--- src/rtl/uart_frame_pkg.sv ---
// rtl/uart_frame_pkg.sv - shared types and frame constants for the UART frame transmitter (honours FRAME_CHECKSUM_EN)
package uart_frame_pkg;

    typedef logic [1:0] frame_state_e;
    localparam frame_state_e F_IDLE = 2'd0;
    localparam frame_state_e F_SEND = 2'd1;
    localparam frame_state_e F_DONE = 2'd2;

    typedef logic [2:0] byte_state_e;
    localparam byte_state_e B_IDLE  = 3'd0;
    localparam byte_state_e B_START = 3'd1;
    localparam byte_state_e B_DATA  = 3'd2;
    localparam byte_state_e B_STOP  = 3'd3;
    localparam byte_state_e B_GAP   = 3'd4;

`ifdef FRAME_CHECKSUM_EN
    localparam int FRAME_BYTES = 5;
`else
    localparam int FRAME_BYTES = 4;
`endif

    typedef logic [2:0] byte_idx_t;
    localparam byte_idx_t LAST_BYTE_IDX = byte_idx_t'(FRAME_BYTES - 1);

    // XOR of all payload bytes, appended as the trailing byte when enabled
    function automatic logic [7:0] frame_checksum(input logic [7:0] c, input logic [7:0] a,
                                                  input logic [15:0] d);
        return c ^ a ^ d[7:0] ^ d[15:8];
    endfunction

endpackage

--- src/rtl/uart_frame_tx_if.sv ---
// rtl/uart_frame_tx_if.sv - frame request handshake between response logic and the UART transmitter
interface uart_frame_tx_if;
    logic        frame_valid;
    logic        frame_ready;
    logic [7:0]  cmd;
    logic [7:0]  address;
    logic [15:0] data;

    modport master (output frame_valid, output cmd, output address, output data, input frame_ready);
    modport slave  (input frame_valid, input cmd, input address, input data, output frame_ready);
endinterface

--- src/rtl/uart_tx_byte.sv ---
// rtl/uart_tx_byte.sv - 8N1 LSB-first byte serialiser with optional inter-byte idle gap
module uart_tx_byte
    import uart_frame_pkg::*;
#(
    parameter int CLKS_PER_BIT = 52,
    parameter int GAP_BITS     = 0
) (
    input  logic       clk,
    input  logic       reset,
    input  logic       byte_valid,
    input  logic [7:0] byte_data,
    input  logic       byte_last,
    output logic       byte_ready,
    output logic       byte_done,
    output logic       tx
);

    if (CLKS_PER_BIT < 2) begin : g_bad_clks_per_bit
        $error("uart_tx_byte: CLKS_PER_BIT must be at least 2");
    end

    localparam int CW = (CLKS_PER_BIT > 2) ? $clog2(CLKS_PER_BIT) : 1;
    localparam int GW = (GAP_BITS > 2) ? $clog2(GAP_BITS) : 1;
    localparam logic [CW-1:0] BIT_LAST = CW'(CLKS_PER_BIT - 1);
    localparam logic [GW-1:0] GAP_LAST = GW'((GAP_BITS > 0) ? GAP_BITS - 1 : 0);

    byte_state_e     state;
    logic [CW-1:0]   bit_cnt;
    logic [2:0]      bit_idx;
    logic [GW-1:0]   gap_cnt;
    logic [7:0]      shreg;
    logic            last_r;
    logic            tick;

    assign tick = (bit_cnt == BIT_LAST);

    // Byte ends on the last cycle of the stop bit, or of the gap when one follows
    always_comb begin
        byte_done = 1'b0;
        if (tick) begin
            if (state == B_STOP && (GAP_BITS == 0 || last_r)) begin
                byte_done = 1'b1;
            end
            if (state == B_GAP && gap_cnt == GAP_LAST) begin
                byte_done = 1'b1;
            end
        end
    end

    // A new byte may be taken while idle or on the final cycle of the current one,
    // so consecutive bytes abut with no idle clock between stop and start
    assign byte_ready = (state == B_IDLE) || byte_done;

    // Bit timer, byte FSM and registered line output
    always_ff @(posedge clk) begin
        if (reset) begin
            state   <= B_IDLE;
            bit_cnt <= '0;
            bit_idx <= '0;
            gap_cnt <= '0;
            shreg   <= '0;
            last_r  <= 1'b0;
            tx      <= 1'b1;
        end else begin
            if (state == B_IDLE || tick) begin
                bit_cnt <= '0;
            end else begin
                bit_cnt <= bit_cnt + 1'b1;
            end

            if (byte_ready) begin
                if (byte_valid) begin
                    state  <= B_START;
                    shreg  <= byte_data;
                    last_r <= byte_last;
                    tx     <= 1'b0;
                end else begin
                    state  <= B_IDLE;
                    tx     <= 1'b1;
                end
            end else if (tick) begin
                case (state)
                    B_START: begin
                        state   <= B_DATA;
                        bit_idx <= 3'd0;
                        tx      <= shreg[0];
                    end
                    B_DATA: begin
                        if (bit_idx == 3'd7) begin
                            state <= B_STOP;
                            tx    <= 1'b1;
                        end else begin
                            bit_idx <= bit_idx + 3'd1;
                            tx      <= shreg[bit_idx + 3'd1];
                        end
                    end
                    B_STOP: begin
                        state   <= B_GAP;
                        gap_cnt <= '0;
                        tx      <= 1'b1;
                    end
                    B_GAP: begin
                        gap_cnt <= gap_cnt + 1'b1;
                        tx      <= 1'b1;
                    end
                    default: begin
                        state <= B_IDLE;
                        tx    <= 1'b1;
                    end
                endcase
            end
        end
    end

endmodule

--- src/rtl/uart_frame_tx.sv ---
// rtl/uart_frame_tx.sv - serialises a cmd/address/data frame onto a UART line (FRAME_CHECKSUM_EN appends XOR byte)
module uart_frame_tx
    import uart_frame_pkg::*;
#(
    parameter int CLKS_PER_BIT = 52,
    parameter int GAP_BITS     = 0
) (
    input  logic             clk,
    input  logic             reset,
    uart_frame_tx_if.slave   frame,
    output logic             tx,
    output logic             busy,
    output logic             frame_done
);

    frame_state_e f_state;
    byte_idx_t    byte_idx;
    byte_idx_t    next_idx;
    logic [7:0]   cmd_r;
    logic [7:0]   addr_r;
    logic [15:0]  data_r;
`ifdef FRAME_CHECKSUM_EN
    logic [7:0]   csum_r;
`endif

    logic         accept;
    logic         byte_valid;
    logic         byte_ready;
    logic         byte_done;
    logic         byte_last;
    logic [7:0]   byte_data;

    assign frame.frame_ready = (f_state == F_IDLE) && byte_ready;
    assign accept            = frame.frame_valid && frame.frame_ready;
    assign next_idx          = byte_idx + 3'd1;
    assign busy              = (f_state != F_IDLE);
    assign frame_done        = (f_state == F_DONE);

    // The first byte comes straight from the inputs so the start bit follows acceptance
    // by one clock; later bytes come from the registered fields
    always_comb begin
        byte_valid = 1'b0;
        byte_last  = 1'b0;
        byte_data  = frame.cmd;
        if (f_state == F_IDLE) begin
            byte_valid = accept;
        end else if (f_state == F_SEND && byte_idx != LAST_BYTE_IDX) begin
            byte_valid = 1'b1;
            byte_last  = (next_idx == LAST_BYTE_IDX);
            case (next_idx)
                3'd1:    byte_data = addr_r;
                3'd2:    byte_data = data_r[7:0];
                3'd3:    byte_data = data_r[15:8];
`ifdef FRAME_CHECKSUM_EN
                3'd4:    byte_data = csum_r;
`endif
                default: byte_data = cmd_r;
            endcase
        end
    end

    // Frame FSM: capture fields on accept, step through bytes, pulse done for one cycle
    always_ff @(posedge clk) begin
        if (reset) begin
            f_state  <= F_IDLE;
            byte_idx <= '0;
            cmd_r    <= '0;
            addr_r   <= '0;
            data_r   <= '0;
`ifdef FRAME_CHECKSUM_EN
            csum_r   <= '0;
`endif
        end else begin
            case (f_state)
                F_IDLE: begin
                    if (accept) begin
                        cmd_r    <= frame.cmd;
                        addr_r   <= frame.address;
                        data_r   <= frame.data;
`ifdef FRAME_CHECKSUM_EN
                        csum_r   <= frame_checksum(frame.cmd, frame.address, frame.data);
`endif
                        byte_idx <= '0;
                        f_state  <= F_SEND;
                    end
                end
                F_SEND: begin
                    if (byte_done) begin
                        if (byte_idx == LAST_BYTE_IDX) begin
                            f_state <= F_DONE;
                        end else begin
                            byte_idx <= next_idx;
                        end
                    end
                end
                F_DONE: begin
                    f_state <= F_IDLE;
                end
                default: begin
                    f_state <= F_IDLE;
                end
            endcase
        end
    end

    uart_tx_byte #(
        .CLKS_PER_BIT (CLKS_PER_BIT),
        .GAP_BITS     (GAP_BITS)
    ) u_byte (
        .clk        (clk),
        .reset      (reset),
        .byte_valid (byte_valid),
        .byte_data  (byte_data),
        .byte_last  (byte_last),
        .byte_ready (byte_ready),
        .byte_done  (byte_done),
        .tx         (tx)
    );

endmodule
--- src/flat_wrapper.sv ---
// flat-port wrapper written by rule: the top's interface ports become plain ports
module uart_frame_tx_flat import uart_frame_pkg::*;
#(
    parameter int CLKS_PER_BIT = 52,
    parameter int GAP_BITS     = 0
)
  (clk, reset, tx, busy, frame_done, frame_frame_valid, frame_cmd, frame_address, frame_data, frame_frame_ready);
  uart_frame_tx_if frame_i ();
  input  logic clk;
  input  logic reset;
  output logic tx;
  output logic busy;
  output logic frame_done;
  input wire logic [$bits(frame_i.frame_valid)-1:0] frame_frame_valid;
  input wire logic [$bits(frame_i.cmd)-1:0] frame_cmd;
  input wire logic [$bits(frame_i.address)-1:0] frame_address;
  input wire logic [$bits(frame_i.data)-1:0] frame_data;
  output wire logic [$bits(frame_i.frame_ready)-1:0] frame_frame_ready;
  assign frame_i.frame_valid = frame_frame_valid;
  assign frame_i.cmd = frame_cmd;
  assign frame_i.address = frame_address;
  assign frame_i.data = frame_data;
  assign frame_frame_ready = frame_i.frame_ready;
  uart_frame_tx #(.CLKS_PER_BIT(CLKS_PER_BIT), .GAP_BITS(GAP_BITS)) u_core (.clk(clk), .reset(reset), .frame(frame_i), .tx(tx), .busy(busy), .frame_done(frame_done));
endmodule
--- config.mk ---
export PLATFORM = sky130hd
export DESIGN_NAME = uart_frame_tx_flat
export DESIGN_NICKNAME = d
export VERILOG_FILES = /design/src/rtl/uart_frame_pkg.sv /design/src/rtl/uart_frame_tx_if.sv /design/src/rtl/uart_tx_byte.sv /design/src/rtl/uart_frame_tx.sv /design/src/flat_wrapper.sv
export SDC_FILE = /design/constraint.sdc
export NUM_CORES = 1
export LEC_CHECK = 0
export ABC_AREA = 1
export ABC_CLOCK_PERIOD_IN_PS = 4750
export CORE_UTILIZATION = 43
export CTS_CLUSTER_SIZE = 16
export DETAILED_ROUTE_END_ITERATION = 10
export MAX_ROUTING_LAYER = met4
export PLACE_DENSITY_LB_ADDON = 0.2
export SYNTH_ARGS = -nofsm -noshare
export SYNTH_HDL_FRONTEND = slang
export SYNTH_SLANG_ARGS = --single-unit
--- constraint.sdc ---
create_clock -name clk -period 4.75 [get_ports clk]
set_input_delay 0.95 -clock clk [delete_from_list [all_inputs] [get_ports clk]]
set_output_delay 0.95 -clock clk [all_outputs]
set_load 0.05 [all_outputs]
# Word-level counts from Yosys, hierarchy flattened
# Index checks and enable logic that the tools add are counted.
[totals]
elab_cells = 90
regBits = 59
output_inout_bits = 4
input_bits = 35
[classes]
n_addsub = 4
mux = 31
n_reduce_logical = 21
magnitude_cmp = 1
n_bitwise = 2
eq_ne = 20
[ops]
columns = ["op", "count"]
rows = [
  ["one-hot mux 8 bit (3 select lines)", 1],
  ["two-way mux 3 bit", 7],
  ["two-way mux 8 bit", 2],
  ["== test 3 x 2 -> 1 bit, second input constant", 5],
  ["one-hot mux 3 bit (2 select lines)", 2],
  ["one-hot mux 3 bit (4 select lines)", 1],
  ["two-way mux 1 bit", 11],
  ["nonzero test 2 bit", 5],
  ["AND reduction 3 bit", 3],
  ["inequality test 2 bit, second input constant", 4],
  ["AND reduction 4 bit", 2],
  ["adder 3 x 1 -> 3 bit, second input constant", 2],
  ["adder 6 x 1 -> 6 bit, second input constant", 1],
  ["== test 3 x 1 -> 1 bit, second input constant", 2],
  ["== test 3 bit, second input constant", 2],
  ["== test 6 bit, second input constant", 1],
  ["two-way mux 2 bit", 3],
  ["inequality test 3 x 2 -> 1 bit, second input constant", 2],
  ["logical AND 1 bit", 4],
  ["< comparator 3 x 4 -> 1 bit, second input constant", 1],
  ["inequality test 2 x 1 -> 1 bit, second input constant", 2],
  ["one-hot mux 1 bit (2 select lines)", 2],
  ["one-hot mux 2 bit (2 select lines)", 1],
  ["AND reduction 2 bit", 2],
  ["9 further kinds", 11],
]

# Depth between registers and ports, before layout
[logic_depth]
depth_word = 10
mapped_depth = 12
depth_no_buf = 11

# Hierarchy
# Synthesis repeated with hierarchy kept, for this count alone.
[unflattened]
cells_unflattened = 442
hier_area_um2 = 3084.2
[by_module_without_submodules]
columns = ["mod", "area_per_inst_um2", "cells_per_inst", "seq_area_each_um2", "instances"]
rows = [
  ["uart_frame_tx", 1919.3, 277, 740.7, 1],
  ["uart_tx_byte", 1164.9, 165, 440.4, 1],
]

# Least setup slack after synthesis
# No wires, ideal clock.
[synth_timing]
path_type = "register to output"
from = "register u_core.f_state[0]"
to = "output frame_frame_ready"
arrival_time_ns = 1.483
path_stages_with_launch = 5
t_required_ns = 3.800
n_path_buf = 1
slack_ns = 2.317
path_cell_list = "dfxtp_1 -> nor2_1 -> inv_1 -> a21oi_4 -> buf_2"
[synth_via]
elab_chain_cells = 2
[synth_lines]
columns = ["element", "line", "source"]
rows = [
  ["start: declaration", "uart_frame_tx.sv:16", "frame_state_e f_state;"],
  ["start signal: assignment", "uart_frame_tx.sv:65", "f_state <= F_IDLE;"],
  ["start signal: assignment", "uart_frame_tx.sv:84", "f_state <= F_SEND;"],
  ["start signal: assignment", "uart_frame_tx.sv:90", "f_state <= F_DONE;"],
  ["logical NOT 2 bit", "uart_frame_tx.sv:33", "assign frame.frame_ready = (f_state == F_IDLE) && byte_ready;"],
  ["logical AND 1 bit", "uart_frame_tx.sv:33", ""],
  ["end: declaration", "flat_wrapper.sv:18", "output wire logic [$bits(frame_i.frame_ready)-1:0] frame_frame_ready;"],
]
# Every way passes these cells.

# Worst setup path after layout
[layout_timing]
from = "register u_core.u_byte.bit_cnt[0]"
to = "output frame_frame_ready"
[layout_via]
elab_chain_cells = 4
[layout_lines]
columns = ["element", "line", "source"]
rows = [
  ["start: declaration", "uart_tx_byte.sv:28", "logic [CW-1:0] bit_cnt;"],
  ["start signal: assignment", "uart_tx_byte.sv:68", "bit_cnt <= bit_cnt + 1'b1;"],
  ["== test 6 bit", "uart_tx_byte.sv:35", "assign tick = (bit_cnt == BIT_LAST);"],
  ["two-way mux 1 bit", "uart_tx_byte.sv:40", "if (tick) begin"],
  ["logical OR 1 bit", "uart_tx_byte.sv:52", "assign byte_ready = (state == B_IDLE) || byte_done;"],
  ["logical AND 1 bit", "uart_frame_tx.sv:33", ""],
]
# Every way passes these cells.

==> run metrics <==
outcome=finished, final reports clean; Seq pwr share=0.343; RSZ-0062 raised after global routing=no; Hold Path Class=flop to flop; worst-skew pair later-pin latency=0.33 ns; Comb pwr share=0.425; starting DRC count in detailed routing=157; clk slew on worst S/H paths=0.06 ns; Synth cell types=33; Syn-to-layout area delta=20.90%; CP cell instances=ha_1, nand2_1, nor2_4, nand2_4, a21oi_4, buf_4, clkdlybuf4s50_1; Max Freq=295.9 MHz; predominant post-synthesis flop cell=dfxtp_1; register area share after synthesis=0.4146; # rows=29; CTS tree=yes; placed inst area=3244 µm²; Routed WL per cell=12.50 µm; final wirelength=6402 µm; Mapped Cells=396; first-pass iteration count of the detailed router=4; hold buffer count at cts=0; DRC=0; Clock Tree Buf Depth=2; worst-case clock skew=0.006856 ns; Worst IR Drop VDD=0.0002972 V; global-route wire length before repair=11210 µm; Die Area=6955 µm²; Worst path max stage delay=0.84 ns; slowest cell on the critical path=clkdlybuf4s50_1; H-tree Lvls=3; n_diodes=0; Tcrit/Tclk final=0.7114; post-synth top area share=0.4146; critical path data arrival time=2.43 ns; crit-path max FO=18; register-to-register setup slack=2.58 ns; #FFs+latches synth=59; Yosys warnings=0; WS Path Type=flop to output port; setup violators final=0; hpwl dp=4464 µm; number of global-route vias before repair=2411; postcts setup bufs=0; CP endpoint kind=output port; EDFF count, synth=0; largest net degree at the start of global routing=50; fillcell total=627; Worst Hold Launch=u_core.u_byte.bit_cnt[0]$_SDFF_PP0_; worst r2r path cells=11; commonest cells after routing, fill and taps aside=nand2_1, dfxtp_1, a21oi_1, inv_1, clkdlybuf4s50_1; die height=83.40 µm; commonest non-fill, non-tap cell in the layout=nand2_1; Synth async-reset ratio=0; crit start category=flop; reg2reg start=u_core.u_byte.bit_cnt[0]$_SDFF_PP0_; Final Hold Fails=0; P_sw=807.3 µW; Switching Share=0.4049; Avg Inst Size Synth=7.194 µm²; Static Leak=1.459 nW; post-CTS resize count=0; P_int=1.186 mW; final setup TNS=0 ns; power density over the cells=578.8 nW/µm²; layout cells sized above 1=0.06667; Clk network pwr share=0.232; maxcap violations=0; Hold Crit Depth=1; Max Slew Vio Count=0; number of clock sinks=59; gr ovfl total=0; DIE WIDTH=83.40 µm; Num CTS Buffers=9; Hold Path End=u_core.u_byte.bit_cnt[0]$_SDFF_PP0_; Root Driver=clkbuf_8; Top Ports=39; Nets=475; syn_nets=439; top cells by area, synth=dfxtp_1, nand2_1, a21oi_1, nand3_1, inv_1; worst r2r dst=u_core.byte_idx[0]$_SDFFE_PP0P_; synthesized cell area=2849 µm²; Initial Utilization=0.4461; DR vias/cell=5.051; DRT antenna net count=0; via count=2586; post-synth top area cell=dfxtp_1; Worst-Margin Slew=0.8096 ns; initial antenna violation count=0; Core ar.=6386 µm²; port buffer count=38; Slew headroom=0.4586; routability cong.=0.8349; Design Area, Final=3445 µm²; GRT Util Overall=0.2082; dpl cells=498; CP Data Required Time=3.80 ns; final period demand of the worst path=3.379 ns; final non-filler cell total=512
through the flow:
stage	util	power [mW]	hold slack, ns	setup slack (ns)
6_report	0.5394	1.994	0.4493	1.371
5_1_grt	0.5394	2.156	0.4685	1.253
4_1_cts	0.5394	2.011	0.4535	1.345
2_1_floorplan	-	1.363	0.4175	2.317
3_3_place_gp	0.5080	1.525	0.4316	1.508
3_5_place_dp	0.5080	1.542	0.4410	1.445
area by class of cell:
class / count / area [µm²] / area share
inverter: 50 / 187.7 / 0.05449
clock inverter: 2 / 35.03 / 0.01017
clock buffer: 12 / 165.2 / 0.04795
timing repair buffer: 40 / 395.4 / 0.1148
sequential: 59 / 1181 / 0.3429
tap: 77 / 96.34 / 0.02797
multi-input combinational: 272 / 1384 / 0.4017
cell families after synthesis:
kind of cell	share of synthesized area
compound gates	0.1686
flops	0.4146
xor+xnor	0.003075
buf+inv	0.09969
fa+ha+maj	0.03514
simple gates	0.2789
how the worst max path moves through the flow:
stage	end	cells past startpoint	slack, ns	from
6_report	frame_frame_ready	7	1.37	u_core.u_byte.bit_cnt[0]$_SDFF_PP0_
5_1_grt	frame_frame_ready	7	1.25	u_core.u_byte.bit_cnt[0]$_SDFF_PP0_
4_1_cts	frame_frame_ready	7	1.35	u_core.u_byte.bit_cnt[0]$_SDFF_PP0_
3_5_place_dp	u_core.byte_idx[1]$_SDFFE_PP0P_	7	1.44	frame_frame_valid
3_3_place_gp	u_core.u_byte.tx$_SDFFE_PP1P_	6	1.51	frame_frame_valid
2_1_floorplan	frame_frame_ready	4	2.32	u_core.f_state[0]$_SDFFE_PP0P_
sequential cells by signal, summed over array words and instances (netlist names):
name                   cells
u_core.data_r             16
u_core.addr_r              8
u_core.cmd_r               8
u_core.u_byte.shreg        8
u_core.u_byte.bit_cnt      6
u_core.byte_idx            3
u_core.u_byte.bit_idx      3
u_core.u_byte.state        3
u_core.f_state             2
u_core.u_byte.gap_cnt      1
u_core.u_byte.tx           1
worst max-delay path: cells and delay by family (launching register included):
| kind | cells | cell delay [ns] |
|---|---|---|
| AO/OA/AOI/OAI | 1 | 0.11 |
| adder cells (fa/ha/maj) | 1 | 0.18 |
| buffers and inverters | 2 | 1.08 |
| flip-flops | 1 | 0.35 |
| AND/OR/NAND/NOR | 3 | 0.36 |
Yosys cell counts, types with 2 or more instances:
cell type,number
a21oi_1,54
a2bb2oi_1,6
buf_2,4
buf_6,4
clkbuf_1,5
dfxtp_1,59
ha_1,8
inv_1,48
nand2_1,85
nand2_4,3
nand3_1,37
nand4_1,4
nor2_1,32
nor2_2,2
nor3_1,4
o21ai_0,18
o22ai_1,6
or2_2,2
power by group through the flow:
| stage | Clock [mW] | Sequential, mW | Combinational, mW |
|---|---|---|---|
| 2_1_floorplan | 0 | 0.690 | 0.674 |
| 3_3_place_gp | 0 | 0.689 | 0.836 |
| 3_5_place_dp | 0 | 0.693 | 0.849 |
| 4_1_cts | 0.475 | 0.684 | 0.852 |
| 5_1_grt | 0.500 | 0.697 | 0.959 |
| 6_report | 0.462 | 0.684 | 0.848 |
routing by layer:
| metal | share of wire | vias up | track usage |
|---|---|---|---|
| met1 | 0.49 | 1139 | 0.2729 |
| met5 | 0 | - | - |
| met2 | 0.44 | 72 | 0.3130 |
| met4 | 0.015 | 0 | 0.09875 |
| met3 | 0.059 | 8 | 0.03479 |
| li1 | - | 1367 | - |
(Power assumes the default switching activity.)
